===== src/rtl/cmd_phy_serdes_if.sv =====
// cmd_phy_serdes_if: command/response handshake between CMD control and the CMD-line PHY, plus the CMD pin
interface cmd_phy_serdes_if;
  logic         iStrobe_in;
  logic [39:0]  iCmd_in;
  logic         iResponse_enable;
  logic         iLong_response;
  logic         iAck_in;
  logic         iIdle_in;
  logic         iCmd_pin_in;
  logic         oCmd_pin_out;
  logic         oCmd_pin_oe;
  logic         oSerial_ready;
  logic         oAck_out;
  logic         oStrobe_out;
  logic [135:0] oCmd_out;
  logic         oTimeout;
  logic         oCrc_error;
  modport master (
    output iStrobe_in, iCmd_in, iResponse_enable, iLong_response, iAck_in, iIdle_in, iCmd_pin_in,
    input  oCmd_pin_out, oCmd_pin_oe, oSerial_ready, oAck_out, oStrobe_out, oCmd_out, oTimeout, oCrc_error
  );
  modport slave (
    input  iStrobe_in, iCmd_in, iResponse_enable, iLong_response, iAck_in, iIdle_in, iCmd_pin_in,
    output oCmd_pin_out, oCmd_pin_oe, oSerial_ready, oAck_out, oStrobe_out, oCmd_out, oTimeout, oCrc_error
  );
endinterface


===== src/rtl/cmd_phy_serdes.sv =====
// cmd_phy_serdes: SD CMD-line serializer with CRC7 append, response capture, CRC check and result handshake
module cmd_phy_serdes #(
  parameter int TIMEOUT_CYCLES = 64,
  parameter int NCC_CYCLES     = 8
) (
  input logic            iClock_SD_Host,
  input logic            iReset,
  cmd_phy_serdes_if.slave bus
);
  typedef enum logic [2:0] {IDLE, SEND, WAIT_START, RECEIVE, CHECK, RESULT, GAP} state_t;
  state_t state_q, state_d;
  logic [15:0]  cnt_q, cnt_d;
  logic [47:0]  tx_q, tx_d;
  logic [135:0] rx_q, rx_d, out_q, out_d;
  logic resp_q, resp_d, long_q, long_d, pin_q, pin_d, oe_q, oe_d, ready_q, ready_d;
  logic ack_q, ack_d, strobe_q, strobe_d, to_q, to_d, crce_q, crce_d;
  logic [47:0] frame;
  logic        rx_bad;
  // Leading zeros leave a zero-init CRC unchanged, so one 120-bit walker serves both frame lengths
  function automatic logic [6:0] crc7(input logic [119:0] d);
    logic [6:0] c;
    c = '0;
    for (int i = 119; i >= 0; i--) c = {c[5:0], 1'b0} ^ ({7{c[6] ^ d[i]}} & 7'h09);
    return c;
  endfunction
  assign frame  = {bus.iCmd_in, crc7({80'b0, bus.iCmd_in}), 1'b1};
  assign rx_bad = (crc7(rx_q[127:8]) != rx_q[7:1]) || !rx_q[0];
  assign bus.oCmd_pin_out  = pin_q;
  assign bus.oCmd_pin_oe   = oe_q;
  assign bus.oSerial_ready = ready_q;
  assign bus.oAck_out      = ack_q;
  assign bus.oStrobe_out   = strobe_q;
  assign bus.oCmd_out      = out_q;
  assign bus.oTimeout      = to_q;
  assign bus.oCrc_error    = crce_q;
  // Next state and next registered outputs; abort overrides everything at the end
  always_comb begin
    state_d  = state_q;
    cnt_d    = cnt_q + 16'd1;
    tx_d     = tx_q;
    rx_d     = rx_q;
    resp_d   = resp_q;
    long_d   = long_q;
    pin_d    = 1'b1;
    oe_d     = 1'b0;
    ready_d  = 1'b0;
    ack_d    = 1'b0;
    strobe_d = strobe_q;
    out_d    = out_q;
    to_d     = to_q;
    crce_d   = crce_q;
    case (state_q)
      IDLE: begin
        ready_d = !bus.iStrobe_in;
        cnt_d   = '0;
        if (bus.iStrobe_in) begin
          state_d = SEND;
          pin_d   = frame[47];
          tx_d    = {frame[46:0], 1'b1};
          oe_d    = 1'b1;
          ack_d   = 1'b1;
          resp_d  = bus.iResponse_enable;
          long_d  = bus.iLong_response;
        end
      end
      SEND: begin
        if (cnt_q == 16'd47) begin
          state_d  = resp_q ? WAIT_START : RESULT;
          cnt_d    = '0;
          strobe_d = !resp_q;
          to_d     = 1'b0;
          crce_d   = 1'b0;
        end else begin
          pin_d = tx_q[47];
          tx_d  = {tx_q[46:0], 1'b1};
          oe_d  = 1'b1;
        end
      end
      WAIT_START: begin
        if (cnt_q >= 16'd2 && !bus.iCmd_pin_in) begin
          state_d = RECEIVE;
          rx_d    = '0;
          cnt_d   = 16'd1;
        end else if (cnt_q == 16'(TIMEOUT_CYCLES - 1)) begin
          state_d  = RESULT;
          strobe_d = 1'b1;
          to_d     = 1'b1;
          crce_d   = 1'b0;
        end
      end
      RECEIVE: begin
        rx_d = {rx_q[134:0], bus.iCmd_pin_in};
        if (cnt_q == (long_q ? 16'd135 : 16'd47)) state_d = CHECK;
      end
      CHECK: begin
        state_d  = RESULT;
        strobe_d = 1'b1;
        to_d     = 1'b0;
        crce_d   = rx_bad;
        out_d    = rx_q;
      end
      RESULT: begin
        if (bus.iAck_in) begin
          state_d  = GAP;
          cnt_d    = '0;
          strobe_d = 1'b0;
          to_d     = 1'b0;
          crce_d   = 1'b0;
        end
      end
      GAP: begin
        state_d = (cnt_q == 16'(NCC_CYCLES - 1)) ? IDLE : GAP;
        ready_d = (cnt_q == 16'(NCC_CYCLES - 1));
      end
      default: state_d = IDLE;
    endcase
    if (bus.iIdle_in) begin
      state_d  = IDLE;
      cnt_d    = '0;
      pin_d    = 1'b1;
      oe_d     = 1'b0;
      ready_d  = 1'b1;
      ack_d    = 1'b0;
      strobe_d = 1'b0;
      to_d     = 1'b0;
      crce_d   = 1'b0;
    end
  end
  // FSM state register
  always_ff @(posedge iClock_SD_Host) begin
    if (iReset) state_q <= IDLE;
    else        state_q <= state_d;
  end
  // Datapath and registered outputs
  always_ff @(posedge iClock_SD_Host) begin
    if (iReset) begin
      cnt_q    <= '0;
      tx_q     <= '1;
      rx_q     <= '0;
      resp_q   <= 1'b0;
      long_q   <= 1'b0;
      pin_q    <= 1'b1;
      oe_q     <= 1'b0;
      ready_q  <= 1'b1;
      ack_q    <= 1'b0;
      strobe_q <= 1'b0;
      out_q    <= '0;
      to_q     <= 1'b0;
      crce_q   <= 1'b0;
    end else begin
      cnt_q    <= cnt_d;
      tx_q     <= tx_d;
      rx_q     <= rx_d;
      resp_q   <= resp_d;
      long_q   <= long_d;
      pin_q    <= pin_d;
      oe_q     <= oe_d;
      ready_q  <= ready_d;
      ack_q    <= ack_d;
      strobe_q <= strobe_d;
      out_q    <= out_d;
      to_q     <= to_d;
      crce_q   <= crce_d;
    end
  end
endmodule


===== src/flat_wrapper.sv =====
// flat-port wrapper written by rule: the top's interface ports become plain ports
module cmd_phy_serdes_flat 
#(
  parameter int TIMEOUT_CYCLES = 64,
  parameter int NCC_CYCLES     = 8
)
  (iClock_SD_Host, iReset, bus_iStrobe_in, bus_iCmd_in, bus_iResponse_enable, bus_iLong_response, bus_iAck_in, bus_iIdle_in, bus_iCmd_pin_in, bus_oCmd_pin_out, bus_oCmd_pin_oe, bus_oSerial_ready, bus_oAck_out, bus_oStrobe_out, bus_oCmd_out, bus_oTimeout, bus_oCrc_error);
  cmd_phy_serdes_if bus_i ();
  input logic iClock_SD_Host;
  input logic iReset;
  input wire logic [$bits(bus_i.iStrobe_in)-1:0] bus_iStrobe_in;
  input wire logic [$bits(bus_i.iCmd_in)-1:0] bus_iCmd_in;
  input wire logic [$bits(bus_i.iResponse_enable)-1:0] bus_iResponse_enable;
  input wire logic [$bits(bus_i.iLong_response)-1:0] bus_iLong_response;
  input wire logic [$bits(bus_i.iAck_in)-1:0] bus_iAck_in;
  input wire logic [$bits(bus_i.iIdle_in)-1:0] bus_iIdle_in;
  input wire logic [$bits(bus_i.iCmd_pin_in)-1:0] bus_iCmd_pin_in;
  output wire logic [$bits(bus_i.oCmd_pin_out)-1:0] bus_oCmd_pin_out;
  output wire logic [$bits(bus_i.oCmd_pin_oe)-1:0] bus_oCmd_pin_oe;
  output wire logic [$bits(bus_i.oSerial_ready)-1:0] bus_oSerial_ready;
  output wire logic [$bits(bus_i.oAck_out)-1:0] bus_oAck_out;
  output wire logic [$bits(bus_i.oStrobe_out)-1:0] bus_oStrobe_out;
  output wire logic [$bits(bus_i.oCmd_out)-1:0] bus_oCmd_out;
  output wire logic [$bits(bus_i.oTimeout)-1:0] bus_oTimeout;
  output wire logic [$bits(bus_i.oCrc_error)-1:0] bus_oCrc_error;
  assign bus_i.iStrobe_in = bus_iStrobe_in;
  assign bus_i.iCmd_in = bus_iCmd_in;
  assign bus_i.iResponse_enable = bus_iResponse_enable;
  assign bus_i.iLong_response = bus_iLong_response;
  assign bus_i.iAck_in = bus_iAck_in;
  assign bus_i.iIdle_in = bus_iIdle_in;
  assign bus_i.iCmd_pin_in = bus_iCmd_pin_in;
  assign bus_oCmd_pin_out = bus_i.oCmd_pin_out;
  assign bus_oCmd_pin_oe = bus_i.oCmd_pin_oe;
  assign bus_oSerial_ready = bus_i.oSerial_ready;
  assign bus_oAck_out = bus_i.oAck_out;
  assign bus_oStrobe_out = bus_i.oStrobe_out;
  assign bus_oCmd_out = bus_i.oCmd_out;
  assign bus_oTimeout = bus_i.oTimeout;
  assign bus_oCrc_error = bus_i.oCrc_error;
  cmd_phy_serdes #(.TIMEOUT_CYCLES(TIMEOUT_CYCLES), .NCC_CYCLES(NCC_CYCLES)) u_core (.iClock_SD_Host(iClock_SD_Host), .iReset(iReset), .bus(bus_i));
endmodule

===== config.mk =====
export PLATFORM = sky130hd
export DESIGN_NAME = cmd_phy_serdes_flat
export DESIGN_NICKNAME = d
export VERILOG_FILES = /design/src/rtl/cmd_phy_serdes_if.sv /design/src/rtl/cmd_phy_serdes.sv /design/src/flat_wrapper.sv
export SDC_FILE = /design/constraint.sdc
export NUM_CORES = 1
export LEC_CHECK = 0
export ABC_AREA = 1
export CAP_MARGIN = 0
export CORE_ASPECT_RATIO = 0.5
export CORE_UTILIZATION = 50
export DETAILED_ROUTE_END_ITERATION = 8
export PLACE_DENSITY = 0.74
export SLEW_MARGIN = 20
export SYNTH_ARGS = -nofsm -noshare
export SYNTH_HDL_FRONTEND = slang
export SYNTH_SLANG_ARGS = --single-unit
export TNS_END_PERCENT = 30

===== constraint.sdc =====
create_clock -name iClock_SD_Host -period 6.3 [get_ports iClock_SD_Host]
set_input_delay 1.26 -clock iClock_SD_Host [delete_from_list [all_inputs] [get_ports iClock_SD_Host]]
set_output_delay 1.26 -clock iClock_SD_Host [all_outputs]
set_load 0.01 [all_outputs]

Word level (Yosys, flattened, before mapping)
Index checks and enable logic that the tools add are counted.

operators by class
  add/sub/neg operators = 1
  order comparisons = 1
  eq/ne operators = 20
  mux-type cells = 36
  bitwise operators = 315
  reduce and logical (&&, ||, !) cells = 17

operators with widths
  cell                   number
  $xor 7x4->7            156
  $pmux 136 s2           1
  $xor 1x1->1            154
  $mux 136               1
  $mux 48                2
  $pmux 48 s2            1
  $pmux 16 s4            1
  $mux 16                3
  $eq 16x6->1 const B    2
  $mux 3                 8
  $pmux 3 s7             1
  $add 16x1->16 const B  1
  $eq 16x16->1           1
  $eq 16x3->1 const B    1
  $ge 16x2->1 const B    1
  $pmux 1 s4             3
  $mux 1                 11
  $reduce_and 5->1       2
  $xor 5x4->5            2
  $eq 3x3->1 const B     3
  $mux 8                 1
  $ne 2x1->1 const B     4
  $ne 2x2->1 const B     4
  $ne 7x7->1             1
  other kinds (16)       25

storage, ports and cells
  register bits = 348
  input bits = 48
  output and inout port bits = 143
  logic and storage cells = 404

Depth between registers and ports, before layout
  word-level depth = 239
  depth in mapped cells = 85
  gate-level depth less buffers = 84

Worst setup path before layout
No wires, ideal clock.

  path kind = register -> register
  from = register u_core.rx_q[125]
  to = register u_core.crce_q, in the netlist u_core.bus.oCrc_error
  arrival = 5.770 ns
  data required time = 6.180 ns
  path slack = 0.410 ns
  stages on the path, launching flop included = 78
  buffers on the path = 1
  period minus slack after synthesis = 5.890 ns
  path through = dfxtp_1 buf_4 xnor2_1 nand2_2 nand2_2 nand2_1 nand2_2 clkinv_1 nand2_4 nand2_2 nand2_1 nand2_1 nand2_1 inv_1 nor2_2 nand2_2 nand2_4 nand2_4 [... 42 more ...] inv_1 nand2_1 nand2_1 nand2_1 nand2_2 nand2_1 nand2_2 inv_1 nand2_1 nand2_1 nand2_1 nand2_1 nor2_1 nand2_1 nor2_1 nand3_1 nand2_1 a21oi_2

on the way
  longest elaborated chain between the ends = 151
  elaborated cells between the ends (all ways) = 230
  those cells by class = eq/ne (1); mux (1); bitwise (227); reduce/logical (1)

ends and longest elaborated chain
  element                     line                   source
  start: declaration          cmd_phy_serdes.sv:14   logic [135:0] rx_q, rx_d, out_q, out_d;
  start signal: assignment    cmd_phy_serdes.sv:153  rx_q <= rx_d;
  $xor 1x1->1 *               cmd_phy_serdes.sv:23   for (int i = 119; i >= 0; i--) c = {c[5:0], 1'b0} ^ ({7{c[6] ^ d[i]}} & 7'h09);
  $xor 7x4->7 * (4 in a row)  cmd_phy_serdes.sv:23
  $xor 1x1->1                 cmd_phy_serdes.sv:23
  $xor 7x4->7 * (4 in a row)  cmd_phy_serdes.sv:23
  $xor 1x1->1                 cmd_phy_serdes.sv:23
  $xor 7x4->7 * (4 in a row)  cmd_phy_serdes.sv:23
  $xor 1x1->1                 cmd_phy_serdes.sv:23
  $xor 7x4->7 * (4 in a row)  cmd_phy_serdes.sv:23
  [... 116 more ...]          n/a
  $xor 7x4->7 * (4 in a row)  cmd_phy_serdes.sv:23
  $xor 1x1->1                 cmd_phy_serdes.sv:23
  $xor 7x4->7 * (4 in a row)  cmd_phy_serdes.sv:23
  $xor 1x1->1                 cmd_phy_serdes.sv:23
  $xor 7x4->7 * (2 in a row)  cmd_phy_serdes.sv:23
  $ne 7x7->1 *                cmd_phy_serdes.sv:27   assign rx_bad = (crc7(rx_q[127:8]) != rx_q[7:1]) || !rx_q[0];
  $logic_or 1x1->1 *          cmd_phy_serdes.sv:27
  $pmux 1 s4 *                cmd_phy_serdes.sv:52   case (state_q)
  end signal: assignment      cmd_phy_serdes.sv:163  crce_q <= crce_d;
  end: declaration            cmd_phy_serdes.sv:16   logic ack_q, ack_d, strobe_q, strobe_d, to_q, to_d, crce_q, crce_d;

Mark *: on every way between the ends. The rest lies on a longest branch, timed or not.
A chain may end at the register's enable or synchronous reset.

Final worst setup path
  from = register u_core.rx_q[127]
  to = register u_core.crce_q, in the netlist u_core.bus.oCrc_error

on the way
  longest elaborated chain between the ends = 151
  elaborated cells between the ends (all ways) = 232
  those cells by class = eq/ne (1); mux (1); bitwise (229); reduce/logical (1)

ends and longest elaborated chain
  element                                            line
  $xor 5x4->5 *                                      cmd_phy_serdes.sv:23
  $xor 7x4->7 * (2 in a row)                         cmd_phy_serdes.sv:23
  $xor 1x1->1 / $xor 7x4->7 (equally long branches)  cmd_phy_serdes.sv:23
  $xor 7x4->7 * (4 in a row)                         cmd_phy_serdes.sv:23
  $xor 1x1->1 / $xor 7x4->7 (equally long branches)  cmd_phy_serdes.sv:23
  $xor 7x4->7 * (4 in a row)                         cmd_phy_serdes.sv:23
  $xor 1x1->1 / $xor 7x4->7 (equally long branches)  cmd_phy_serdes.sv:23
  $xor 7x4->7 * (4 in a row)                         cmd_phy_serdes.sv:23
  [... 116 more ...]                                 n/a
  $xor 7x4->7 * (4 in a row)                         cmd_phy_serdes.sv:23
  $xor 1x1->1 / $xor 7x4->7 (equally long branches)  cmd_phy_serdes.sv:23
  $xor 7x4->7 * (7 in a row)                         cmd_phy_serdes.sv:23
  $xor 1x1->1 / $xor 7x4->7 (equally long branches)  cmd_phy_serdes.sv:23
  $xor 7x4->7 *                                      cmd_phy_serdes.sv:23
  $ne 7x7->1 *                                       cmd_phy_serdes.sv:27
  $logic_or 1x1->1 *                                 cmd_phy_serdes.sv:27
  $pmux 1 s4 *                                       cmd_phy_serdes.sv:52

Marked as above.

==> reports/metrics.csv <==
stage;metric;value;unit
sta;worst rel slew slack;30.5;%
worst_setup_path;Startpoint Class;flop;
job;# Max-Cap Violations;0;
synth;Compound-Gate Fraction of Synth Area;13.5;%
floorplan;DIE HEIGHT;140;microns
routing;WL final;50800;microns
worst_setup_path;Critical Path RT;6760;ps
sta;final setup fails;1;
sta;Final Hold Viols;0;
hold_path;hold depth;1;
global_route;GRT Util Overall;25.2;%
synth;FFs w/ async S/R, synth;0;%
worst_setup_path;CP max-delay cell;dfxtp_4;
final_layout;most frequent cells in the layout;nand2_1 (588), nand3_1 (360), dfxtp_1 (336);
worst_setup_path;reg-to-reg startpoint;u_core.rx_q[127];
synth;Post-synth EDFFs;0;
synth;most area-consuming cells after synthesis;dfxtp_1 (36%), nand2_1 (13%), nand3_1 (10%);
routing;TritonRoute pass-1 iters;5;
clock_network;CTS Hold Bufs;0;
clock_network;total CTS buffers;31;
outcome;status;finished, violations left;
sta;post-route minimum period;6860;ps
placement;Placer Congestion;0.916;
global_route;global-route wire length before repair;83300;microns
clock_network;CTS Root Buffer Type;clkbuf_16;
power;Internal;0.00431;W
sta;Final Cycle Share;109;%
routing;# DRC;0;
power;Tot Pwr;0.00635;W
final_layout;layout cells sized above 1;20.9;%
clock_network;Max H-tree Level;1;
clock_network;Max Root-Sink Buffers;3;
placement;placed cell area;21600;sq um
placement;Post-DP HPWL;34100;microns
sta;fmax;0.146;GHz
sta;Clock Skew;14.4;ps
worst_setup_path;Critical Path Max Stage Delay;370;ps
routing;vias after detailed routing;18500;
worst_setup_path;cells on worst reg2reg path;76;
synth;Top FF cell, synth;dfxtp_1;
worst_setup_path;RR Endpoint;u_core.bus.oCrc_error;
synth;mux cell area share after synthesis;0;%
synth;cells after synthesis;2814;
floorplan;Site Rows;50;
synth;Synth Register Bits;346;
global_route;GRT overflow;0;
global_route;initial antenna violation count;0;
placement;Port Buffers;190;
synth;library cells used by synthesis;38;
power;peak supply drop;468;uV
floorplan;Die ar.;39100;sq um
power;power share of the sequential group;36.8;%
worst_setup_path;Worst Path Max Fanout;6;
hold_path;class of the worst hold path;flop to flop;
routing;WL/cell;14.6;microns
power;part of the power in the clock network;32.7;%
synth;Synthesized Nets;2864;
outcome;failing checks;setup timing;
hold_path;Min-Delay Endpoint;u_core.tx_q[2];
power;Net Sw Power;0.00204;W
global_route;pin count of the biggest net entering global routing;257;
worst_setup_path;crit path capture type;flop;
final_layout;area grow syn2layout;23.6;%
synth;simple-gate area share of the yosys netlist;38.4;%
sta;Worst Max-Slew Pin Slew;1040;ps
power;Comb power frac;30.5;%
synth;sequential fraction of the synthesis area;36.2;%
synth;largest family of logic cells by synthesized area;simple AND/OR/NAND/NOR gates;
floorplan;core area;37500;sq um
clock_network;clk sinks;346;
power;PwrDens;269;nW/um^2
global_route;number of global-route vias before repair;17300;
final_layout;final net count;3013;
floorplan;io pins;191;
floorplan;Initial Utilization;50.9;%
power;switch share;32.2;%
sta;final setup margin;-562;ps
synth;top-area cell type share of the netlist area;36.2;%
hold_path;Hold Startpoint;u_core.tx_q[2];
sta;unrepaired setup endpoints after global routing;true;
worst_setup_path;Setup CP Type;flop to flop;
power;leak pwr;9.75;nW
clock_network;CTS tree;yes;
sta;TNS Setup;-562;ps
final_layout;Final Cell Area;23600;sq um
routing;Post-DRT Antenna Nets;0;
synth;XOR/XNOR share of the synthesized area;3.71;%
synth;largest area contributor in the synthesized netlist;dfxtp_1;
synth;Netlist Area Pre-Place;19100;sq um
final_layout;most common cell after layout, fill and taps aside;nand2_1;
routing;Initial DRC Count;1414;
synth;Post-Synth Adder-Cell Area;0.131;%
clock_network;Clk Latency, worst-skew pair;590;ps
routing;drt via density;5.32;
worst_setup_path;Arr. time, crit path;7330;ps
worst_setup_path;r2r setup slk;-560;ps
synth;Avg Synthesized Cell Area;6.79;sq um
final_layout;fin util;63.0;%
sta;final count of pins violating max slew;0;
clock_network;clk slew on worst S/H paths;70;ps
floorplan;DIE WIDTH;279;microns
synth;Yosys warning count;0;
final_layout;ant diodes;0;
-- worst max path at each step --
stage | start | cells past startpoint | end
floorplan | u_core.rx_q[125] | 77 | u_core.bus.oCrc_error
global placement | u_core.rx_q[125] | 75 | u_core.bus.oCrc_error
detailed placement | u_core.rx_q[125] | 71 | u_core.bus.oCrc_error
CTS | u_core.rx_q[127] | 80 | u_core.bus.oCrc_error
global route | u_core.rx_q[117] | 75 | u_core.bus.oCrc_error
finish | u_core.rx_q[127] | 76 | u_core.bus.oCrc_error
-- routing by layer --
layer	global-route usage, %	vias up	wire (microns)
met4	7.00	0	1160
met3	3.29	69	2060
met5	0	-	0
met1	33.0	8598	23300
li1	-	9457	-
met2	43.5	408	24300
-- power groups by stage --
stage	logic [W]	registers (W)	clock network (W)
5_1_grt	0.00211	0.00235	0.00220
3_5_place_dp	0.00189	0.00239	0
2_1_floorplan	0.00152	0.00240	0
3_3_place_gp	0.00187	0.00239	0
6_report	0.00194	0.00234	0.00208
4_1_cts	0.00193	0.00234	0.00211
-- Yosys cell counts (2+ instances only) --
cell type  count
nand2_1      670
nand3_1      400
dfxtp_1      346
a21oi_1      274
inv_1        215
nand2_2      194
o21ai_0      159
clkbuf_1     119
nor2_1        92
xor2_1        53
nand2_4       51
inv_2         49
o211ai_1      43
nand3_2       30
xnor2_1       28
or2_2         19
nor3_1        12
buf_1         10
nor2_2         9
a31oi_1        7
nand4_1        6
nand3b_1       4
nor4_1         3
a211o_1        2
buf_4          2
ha_1           2
inv_4          2
nand3_4        2
nand3b_2       2
-- repair_timing --
item,CTS,global route
endpoints found under the setup margin,1,1
gates resized for setup,191,40
pin swaps,77,23
buffers inserted,2,1
-- worst max-delay path: cells and delay by family, from the launching register on --
family          cells  cell delay [ps]
buf+inv             9              570
compound gates      1               60
simple gates       66             5720
flops               1              370
-- layout make-up --
cell class                      instances  area, sq um
Multi-Input combinational cell       2068        11600
Inverter                              267         1020
Clock buffer                           42          887
Fill cell                            3395        13900
Tap cell                              494          618
Sequential cell                       346         6950
Clock inverter                         16          216
Timing Repair Buffer                  249         2350
-- state kept, by name, indices dropped and copies added (netlist names), 3 cells and up --
name                 flops
u_core.bus.oCmd_out    136
u_core.rx_q            136
u_core.tx_q             46
u_core.state_q           3
u_core.cnt_q            16
-- metrics by stage --
stage / worst slack (ps) / hold slack (ps) / cells
floorplan: 410 / 430 / 2814
CTS: -404 / 469 / 3481
global route: -1340 / 483 / 3482
detailed placement: -694 / 447 / 3421
finish: -562 / 465 / 3482
global placement: -461 / 440 / 3421
-- logic make-up (layout without fill, tap and decap cells) --
logic type,Yosys count,count (layout)
and+or+nand+nor,1496,1496
AOI/OAI and AO/OA,489,489
buffers and inverters,400,574
DFF,346,346
xor gates and xnor gates,81,81
adders and majority gates,2,2
Power figures use the tool's default switching activity.
